===== config.mk =====
export PLATFORM = sky130hd
export DESIGN_NAME = fir_axis_mc_decim
export DESIGN_NICKNAME = d
export VERILOG_FILES = /design/src/rtl/fir_axis_pkg.sv /design/src/rtl/fir_delay_ram.sv /design/src/rtl/fir_axis_mc_decim.sv
export SDC_FILE = /design/constraint.sdc
export NUM_CORES = 2
export LEC_CHECK = 0
export ABC_AREA = 1
export CAP_MARGIN = 10
export CORE_MARGIN = 4
export CORE_UTILIZATION = 64
export CTS_CLUSTER_DIAMETER = 150
export DETAILED_ROUTE_END_ITERATION = 10
export GPL_TIMING_DRIVEN = 1
export PLACE_DENSITY_LB_ADDON = 0.3
export SLEW_MARGIN = 20
export SYNTH_ARGS = -nofsm -noshare
export SYNTH_HDL_FRONTEND = slang
export SYNTH_SLANG_ARGS = --single-unit

===== constraint.sdc =====
create_clock -name CLK -period 8.6 [get_ports CLK]
set_input_delay 1.72 -clock CLK [delete_from_list [all_inputs] [get_ports CLK]]
set_output_delay 1.72 -clock CLK [all_outputs]
set_load 0.05 [all_outputs]

===== src/rtl/fir_axis_pkg.sv =====
// Shared types and arithmetic helpers for the multi-channel decimating FIR.
// Width derivations, fixed-point round/saturate and coefficient reset values.
package fir_axis_pkg;

   typedef enum logic [1:0] {
      S_IDLE,
      S_MAC,
      S_ROUND,
      S_OUT
   } state_t;

   localparam int WIDE = 64;
   typedef logic signed [WIDE-1:0] wide_t;

   function automatic int acc_width(input int data_w, input int coef_w, input int taps);
      return data_w + coef_w + $clog2(taps);
   endfunction

   function automatic int chan_width(input int channels);
      return (channels > 1) ? $clog2(channels) : 1;
   endfunction

   function automatic wide_t round_half_up(input wide_t acc, input int frac);
      return (acc + (wide_t'(1) <<< (frac - 1))) >>> frac;
   endfunction

   // Rounded result clamped to the signed output range.
   function automatic wide_t round_sat(input wide_t acc, input int frac, input int data_w);
      wide_t y;
      wide_t hi;
      wide_t lo;
      y  = round_half_up(acc, frac);
      hi = (wide_t'(1) <<< (data_w - 1)) - wide_t'(1);
      lo = -(wide_t'(1) <<< (data_w - 1));
      if (y > hi) return hi;
      if (y < lo) return lo;
      return y;
   endfunction

   function automatic logic round_overflows(input wide_t acc, input int frac, input int data_w);
      wide_t y;
      wide_t hi;
      wide_t lo;
      y  = round_half_up(acc, frac);
      hi = (wide_t'(1) <<< (data_w - 1)) - wide_t'(1);
      lo = -(wide_t'(1) <<< (data_w - 1));
      return (y > hi) || (y < lo);
   endfunction

   // Unity-gain pass-through: tap 0 is just below 1.0, every other tap is zero.
   function automatic wide_t coef_reset(input int idx, input int frac);
      return (idx == 0) ? (wide_t'(1) <<< frac) - wide_t'(1) : wide_t'(0);
   endfunction

endpackage


===== src/rtl/fir_delay_ram.sv =====
// Per-channel sample history, flattened to one array addressed ch*NUM_TAPS+idx.
// One synchronous write port, one combinational read port.
module fir_delay_ram #(
   parameter int WIDTH = 16,
   parameter int DEPTH = 32,
   parameter int AW    = 5
) (
   input  logic             clk,
   input  logic             rst,
   input  logic             we,
   input  logic [AW-1:0]    waddr,
   input  logic [WIDTH-1:0] wdata,
   input  logic [AW-1:0]    raddr,
   output logic [WIDTH-1:0] rdata
);

   logic [WIDTH-1:0] mem [DEPTH];

   // NOTE: the history must read as zero after reset, so this array is built from
   // resettable flops rather than a RAM macro; keep DEPTH small.
   always_ff @(posedge clk) begin
      if (rst) begin
         for (int i = 0; i < DEPTH; i++) mem[i] <= '0;
      end else if (we) begin
         mem[waddr] <= wdata;
      end
   end

   assign rdata = mem[raddr];

endmodule


===== src/rtl/fir_axis_mc_decim.sv =====
// Time-interleaved multi-channel decimating FIR with AXI4-Stream in/out.
// One shared MAC walks NUM_TAPS history words per computed output.
module fir_axis_mc_decim
   import fir_axis_pkg::*;
#(
   parameter int DATA_WIDTH   = 16,
   parameter int COEF_WIDTH   = 16,
   parameter int NUM_TAPS     = 16,
   parameter int NUM_CHANNELS = 2,
   parameter int FACTOR       = 2,
   parameter int FRAC_BITS    = 15
) (
   input  logic                                CLK,
   input  logic                                RESET,
   output logic                                S_AXIS_TREADY,
   input  logic [DATA_WIDTH-1:0]               S_AXIS_TDATA,
   input  logic                                S_AXIS_TLAST,
   input  logic                                S_AXIS_TVALID,
   input  logic                                M_AXIS_TREADY,
   output logic [DATA_WIDTH-1:0]               M_AXIS_TDATA,
   output logic [chan_width(NUM_CHANNELS)-1:0] M_AXIS_TUSER,
   output logic                                M_AXIS_TLAST,
   output logic                                M_AXIS_TVALID,
   input  logic                                COEF_WE,
   input  logic [$clog2(NUM_TAPS)-1:0]         COEF_ADDR,
   input  logic [COEF_WIDTH-1:0]               COEF_DATA,
   output logic                                BUSY,
   output logic                                OVERFLOW,
   output logic                                FRAME_ERR
);

   localparam int CHW    = chan_width(NUM_CHANNELS);
   localparam int IDXW   = $clog2(NUM_TAPS);
   localparam int PHW    = (FACTOR > 1) ? $clog2(FACTOR) : 1;
   localparam int ACC_W  = acc_width(DATA_WIDTH, COEF_WIDTH, NUM_TAPS);
   localparam int PROD_W = DATA_WIDTH + COEF_WIDTH;
   localparam int DEPTH  = NUM_CHANNELS * NUM_TAPS;
   localparam int AW     = (DEPTH > 1) ? $clog2(DEPTH) : 1;

   state_t state_q, state_d;

   logic [CHW-1:0]                ch_cnt, ch_q;
   logic [PHW-1:0]                phase;
   logic [IDXW-1:0]               wr_ptr, base_q, step_q, tap_idx;
   logic                          last_q;
   logic signed [ACC_W-1:0]       acc_q;
   logic signed [COEF_WIDTH-1:0]  coef [NUM_TAPS];
   logic signed [DATA_WIDTH-1:0]  rd_sample;
   logic signed [PROD_W-1:0]      prod;
   logic [DATA_WIDTH-1:0]         out_data;
   logic                          overflow_q, frame_err_q;
   logic [AW-1:0]                 waddr, raddr;
   logic                          accept, compute, coef_wr;

   assign S_AXIS_TREADY = (state_q == S_IDLE) && !RESET;
   assign accept        = S_AXIS_TVALID && S_AXIS_TREADY;
   assign compute       = (phase == '0) || S_AXIS_TLAST;
   assign coef_wr       = COEF_WE && (state_q == S_IDLE) && (int'(COEF_ADDR) < NUM_TAPS);

   // Walk backwards through the circular history: newest sample first.
   assign tap_idx = IDXW'(int'(base_q) - int'(step_q) + ((base_q < step_q) ? NUM_TAPS : 0));
   assign waddr   = AW'(int'(ch_cnt) * NUM_TAPS + int'(wr_ptr));
   assign raddr   = AW'(int'(ch_q) * NUM_TAPS + int'(tap_idx));
   assign prod    = PROD_W'(coef[step_q]) * PROD_W'(rd_sample);

   fir_delay_ram #(
      .WIDTH (DATA_WIDTH),
      .DEPTH (DEPTH),
      .AW    (AW)
   ) u_line (
      .clk   (CLK),
      .rst   (RESET),
      .we    (accept),
      .waddr (waddr),
      .wdata (S_AXIS_TDATA),
      .raddr (raddr),
      .rdata (rd_sample)
   );

   always_ff @(posedge CLK) begin
      if (RESET) state_q <= S_IDLE;
      else       state_q <= state_d;
   end

   // NOTE: state_d gets its default before the case so every path assigns it
   // and no latch is inferred.
   always_comb begin
      state_d = state_q;
      case (state_q)
         S_IDLE:  if (accept && compute) state_d = S_MAC;
         S_MAC:   if (int'(step_q) == NUM_TAPS - 1) state_d = S_ROUND;
         S_ROUND: state_d = S_OUT;
         S_OUT:   if (M_AXIS_TREADY) state_d = S_IDLE;
         default: state_d = S_IDLE;
      endcase
   end

   // NOTE: all state below uses non-blocking assignments so every register
   // samples pre-edge values regardless of statement order.
   always_ff @(posedge CLK) begin
      if (RESET) begin
         ch_cnt      <= '0;
         phase       <= '0;
         wr_ptr      <= '0;
         ch_q        <= '0;
         base_q      <= '0;
         step_q      <= '0;
         last_q      <= 1'b0;
         acc_q       <= '0;
         out_data    <= '0;
         overflow_q  <= 1'b0;
         frame_err_q <= 1'b0;
         for (int i = 0; i < NUM_TAPS; i++) coef[i] <= COEF_WIDTH'(coef_reset(i, FRAC_BITS));
      end else begin
         if (coef_wr) coef[COEF_ADDR] <= COEF_DATA;

         if (accept) begin
            ch_q   <= ch_cnt;
            base_q <= wr_ptr;
            last_q <= S_AXIS_TLAST;
            acc_q  <= '0;
            step_q <= '0;
            if (S_AXIS_TLAST) begin
               if (int'(ch_cnt) != NUM_CHANNELS - 1) frame_err_q <= 1'b1;
               ch_cnt <= '0;
               phase  <= '0;
               wr_ptr <= (int'(wr_ptr) == NUM_TAPS - 1) ? '0 : wr_ptr + IDXW'(1);
            end else if (int'(ch_cnt) == NUM_CHANNELS - 1) begin
               ch_cnt <= '0;
               wr_ptr <= (int'(wr_ptr) == NUM_TAPS - 1) ? '0 : wr_ptr + IDXW'(1);
               phase  <= (int'(phase) == FACTOR - 1) ? '0 : phase + PHW'(1);
            end else begin
               ch_cnt <= ch_cnt + CHW'(1);
            end
         end

         if (state_q == S_MAC) begin
            acc_q  <= acc_q + ACC_W'(prod);
            step_q <= step_q + IDXW'(1);
         end

         if (state_q == S_ROUND) begin
            out_data <= DATA_WIDTH'(round_sat(wide_t'(acc_q), FRAC_BITS, DATA_WIDTH));
            if (round_overflows(wide_t'(acc_q), FRAC_BITS, DATA_WIDTH)) overflow_q <= 1'b1;
         end
      end
   end

   assign M_AXIS_TVALID = (state_q == S_OUT);
   assign M_AXIS_TDATA  = out_data;
   assign M_AXIS_TUSER  = ch_q;
   assign M_AXIS_TLAST  = last_q;
   assign BUSY          = (state_q != S_IDLE);
   assign OVERFLOW      = overflow_q;
   assign FRAME_ERR     = frame_err_q;

endmodule

==> metrics.csv <==
metric,value,unit
DR iter-0 viols,6069,
Final setup viols,0,
Final Max Slew Viols,0,
Syn Nets,5616,
Synth Area in Compound Gates,0.0874,
row count,101,
# IOs,65,
Pre-antenna DRT Iters,8,
post-synth cell types,46,
post-synthesis adder-cell area fraction,0.158,
most frequent CP cell,inv_1,
"commonest cells after routing, fill and taps aside","nor2_1 (1012), nand2_1 (801), edfxtp_1 (768)",
Die Span X,286,µm
GRT Total Usage,0.348,
Synthesis Warnings,0,
RePlAce Congestion,0.969,
mux share of post-synthesis cell area,0.0125,
Mapped Cells,5138,
Ant. Diodes,0,
mean post-synth cell area,9.64,µm²
H-tree levels,3,
largest net degree at the start of global routing,161,
# hold bufs at CTS,0,
Final Hold Viols,0,
XOR/XNOR Fraction of Synth Area,0.00439,
biggest cell delay along the critical path,980,ps
total negative slack,0,ps
status,completed,
CTS sink cnt,844,
slack of the critical path,278,ps
largest family of logic cells by synthesized area,simple AND/OR/NAND/NOR gates,
asr flop ratio synth,0,
routed wire length,143000,µm
Via density,6.22,
Detailed Place HPWL,93100,µm
"commonest non-fill, non-tap cell in the layout",nor2_1,
register area,24600,µm²
core area,76300,µm²
post-route ant nets,0,
RSZ-0062 raised after global routing,true,
DRC,0,
initial antenna violation count,1,
Worst EP arrival,8820,ps
layout cells sized above 1,0.0794,
vias in the first global route,38400,
remaining global-route overflow,0,
Slew HR,0.275,
TritonCTS Buffers,88,
Hold Slack,470,ps
max_cap viols,0,
die area,81900,µm²
area delta synth->final,10.6,%
area of the multi-input gates,21600,µm²
simple-gate share of the synthesized area,0.167,
first-pass GRT wire length,219000,µm
Post-Route Skew,44.6,ps
Hold Path Class,flop to flop,
DP Worst Slack,80.4,ps
CTS tree,built,
initial core utilization,0.649,
Layout Nets,5633,
Clock Latency Late Sink,680,ps
clock buffer depth,3,
CP max stage cell,fa_4,
Fillers,5379,
Root Driver,clkbuf_16,
"FF+latch count, synth",844,
die height,286,µm
IO buf count,64,
sequential element share of the synthesized area,0.496,
"Cell Area, Synth",49500,µm²
Post-synth EDFFs,768,
Crit Path Class,flop to flop,
clock slew at reported path FFs,60,ps
Fmax achieved,120,MHz
final worst-path cycle share,0.968,
Setup crit end kind,flop,
"Data required, critical path",9100,ps
"Min Clock Period, post-route",8320,ps
critical path startpoint category,flop,
Main synth FF type,edfxtp_1,
Crit Path Max Fanout,27,
Vias,38900,
routed length per placed instance,22.9,µm
worst slew pin tran,1090,ps
[final timing paths]
| check | end | depth (start not counted) | from | slack (ps) |
|---|---|---|---|---|
| setup / recovery | acc_q[35] | 33 | base_q[0] | 280 |
| hold / removal | OVERFLOW | 2 | OVERFLOW | 470 |
| setup reg to reg | acc_q[35] | 33 | base_q[0] | 280 |
| hold reg to reg | OVERFLOW | 2 | OVERFLOW | 470 |
[Yosys cell counts (18+ instances only)]
master	count	area (µm²)
nor2_1	1020	3830
nand2_1	806	3030
edfxtp_1	768	23100
inv_1	593	2230
a21oi_1	382	1910
fa_1	316	6330
nand3_1	209	1050
o21ai_0	197	986
clkbuf_1	172	646
ha_1	120	1500
buf_2	97	485
a221oi_1	81	709
dfxtp_1	76	1520
mux2i_1	44	440
o211ai_1	38	285
buf_4	21	158
nor3_1	18	90.1
[through the flow]
step,instance area [µm²],std cells,utilization
floorplan,49500,5138,-
global placement,51500,6080,0.674
detailed placement,51500,6080,0.674
CTS,54300,6239,0.711
global route,54800,6254,0.718
finish,54800,6254,0.718
[sequential cells by signal (all words and copies together), names as in the netlist, named ones only]
signal and cells:
base_q 4, state_q 2, M_AXIS_TLAST 1, phase 1
u_line.mem 512, ch_cnt 1, wr_ptr 4, M_AXIS_TDATA 16
FRAME_ERR 1, coef 256, acc_q 36, M_AXIS_TUSER 1
OVERFLOW 1, step_q 4
[cell type report]
type                       instances  share of cell area
sequential                       844               0.449
multi-input combinational       3370               0.395
inverter                         616              0.0427
clock buffer                     106              0.0414
timing repair buffer             235              0.0386
tap                             1030              0.0235
clock inverter                    53              0.0104
[routing by layer]
metal | GRT usage | vias to the layer above | share of wire
li1 | - | 16900 | -
met1 | 0.472 | 18700 | 0.36
met2 | 0.539 | 2792 | 0.45
met3 | 0.0919 | 485 | 0.14
met4 | 0.148 | 2 | 0.047
met5 | 0 | - | 0.00013
[cell families after synthesis]
| group | Yosys count |
|---|---|
| simple gates | 2097 |
| flops | 844 |
| compound gates | 753 |
| buf+inv | 924 |
| mux | 60 |
| xor+xnor | 24 |
| fa+ha+maj | 436 |
[worst max-delay path, delay by kind of cell (launching register included)]
| kind | cells | cell delay (ps) |
|---|---|---|
| adders and majority gates | 9 | 4530 |
| and+or+nand+nor | 8 | 1450 |
| DFF | 1 | 310 |
| AOI/OAI and AO/OA | 5 | 730 |
| buffers and inverters | 11 | 1120 |
[repair_timing]
| action | in CTS | in global routing |
|---|---|---|
| endpoints found under the setup margin | 0 | 20 |
| buffers inserted | 0 | 13 |
| gates resized for setup | 0 | 98 |
Power is left out: the tool's default activity adds up to more than one toggle a clock period on the data nets, which glitch-free logic cannot reach.
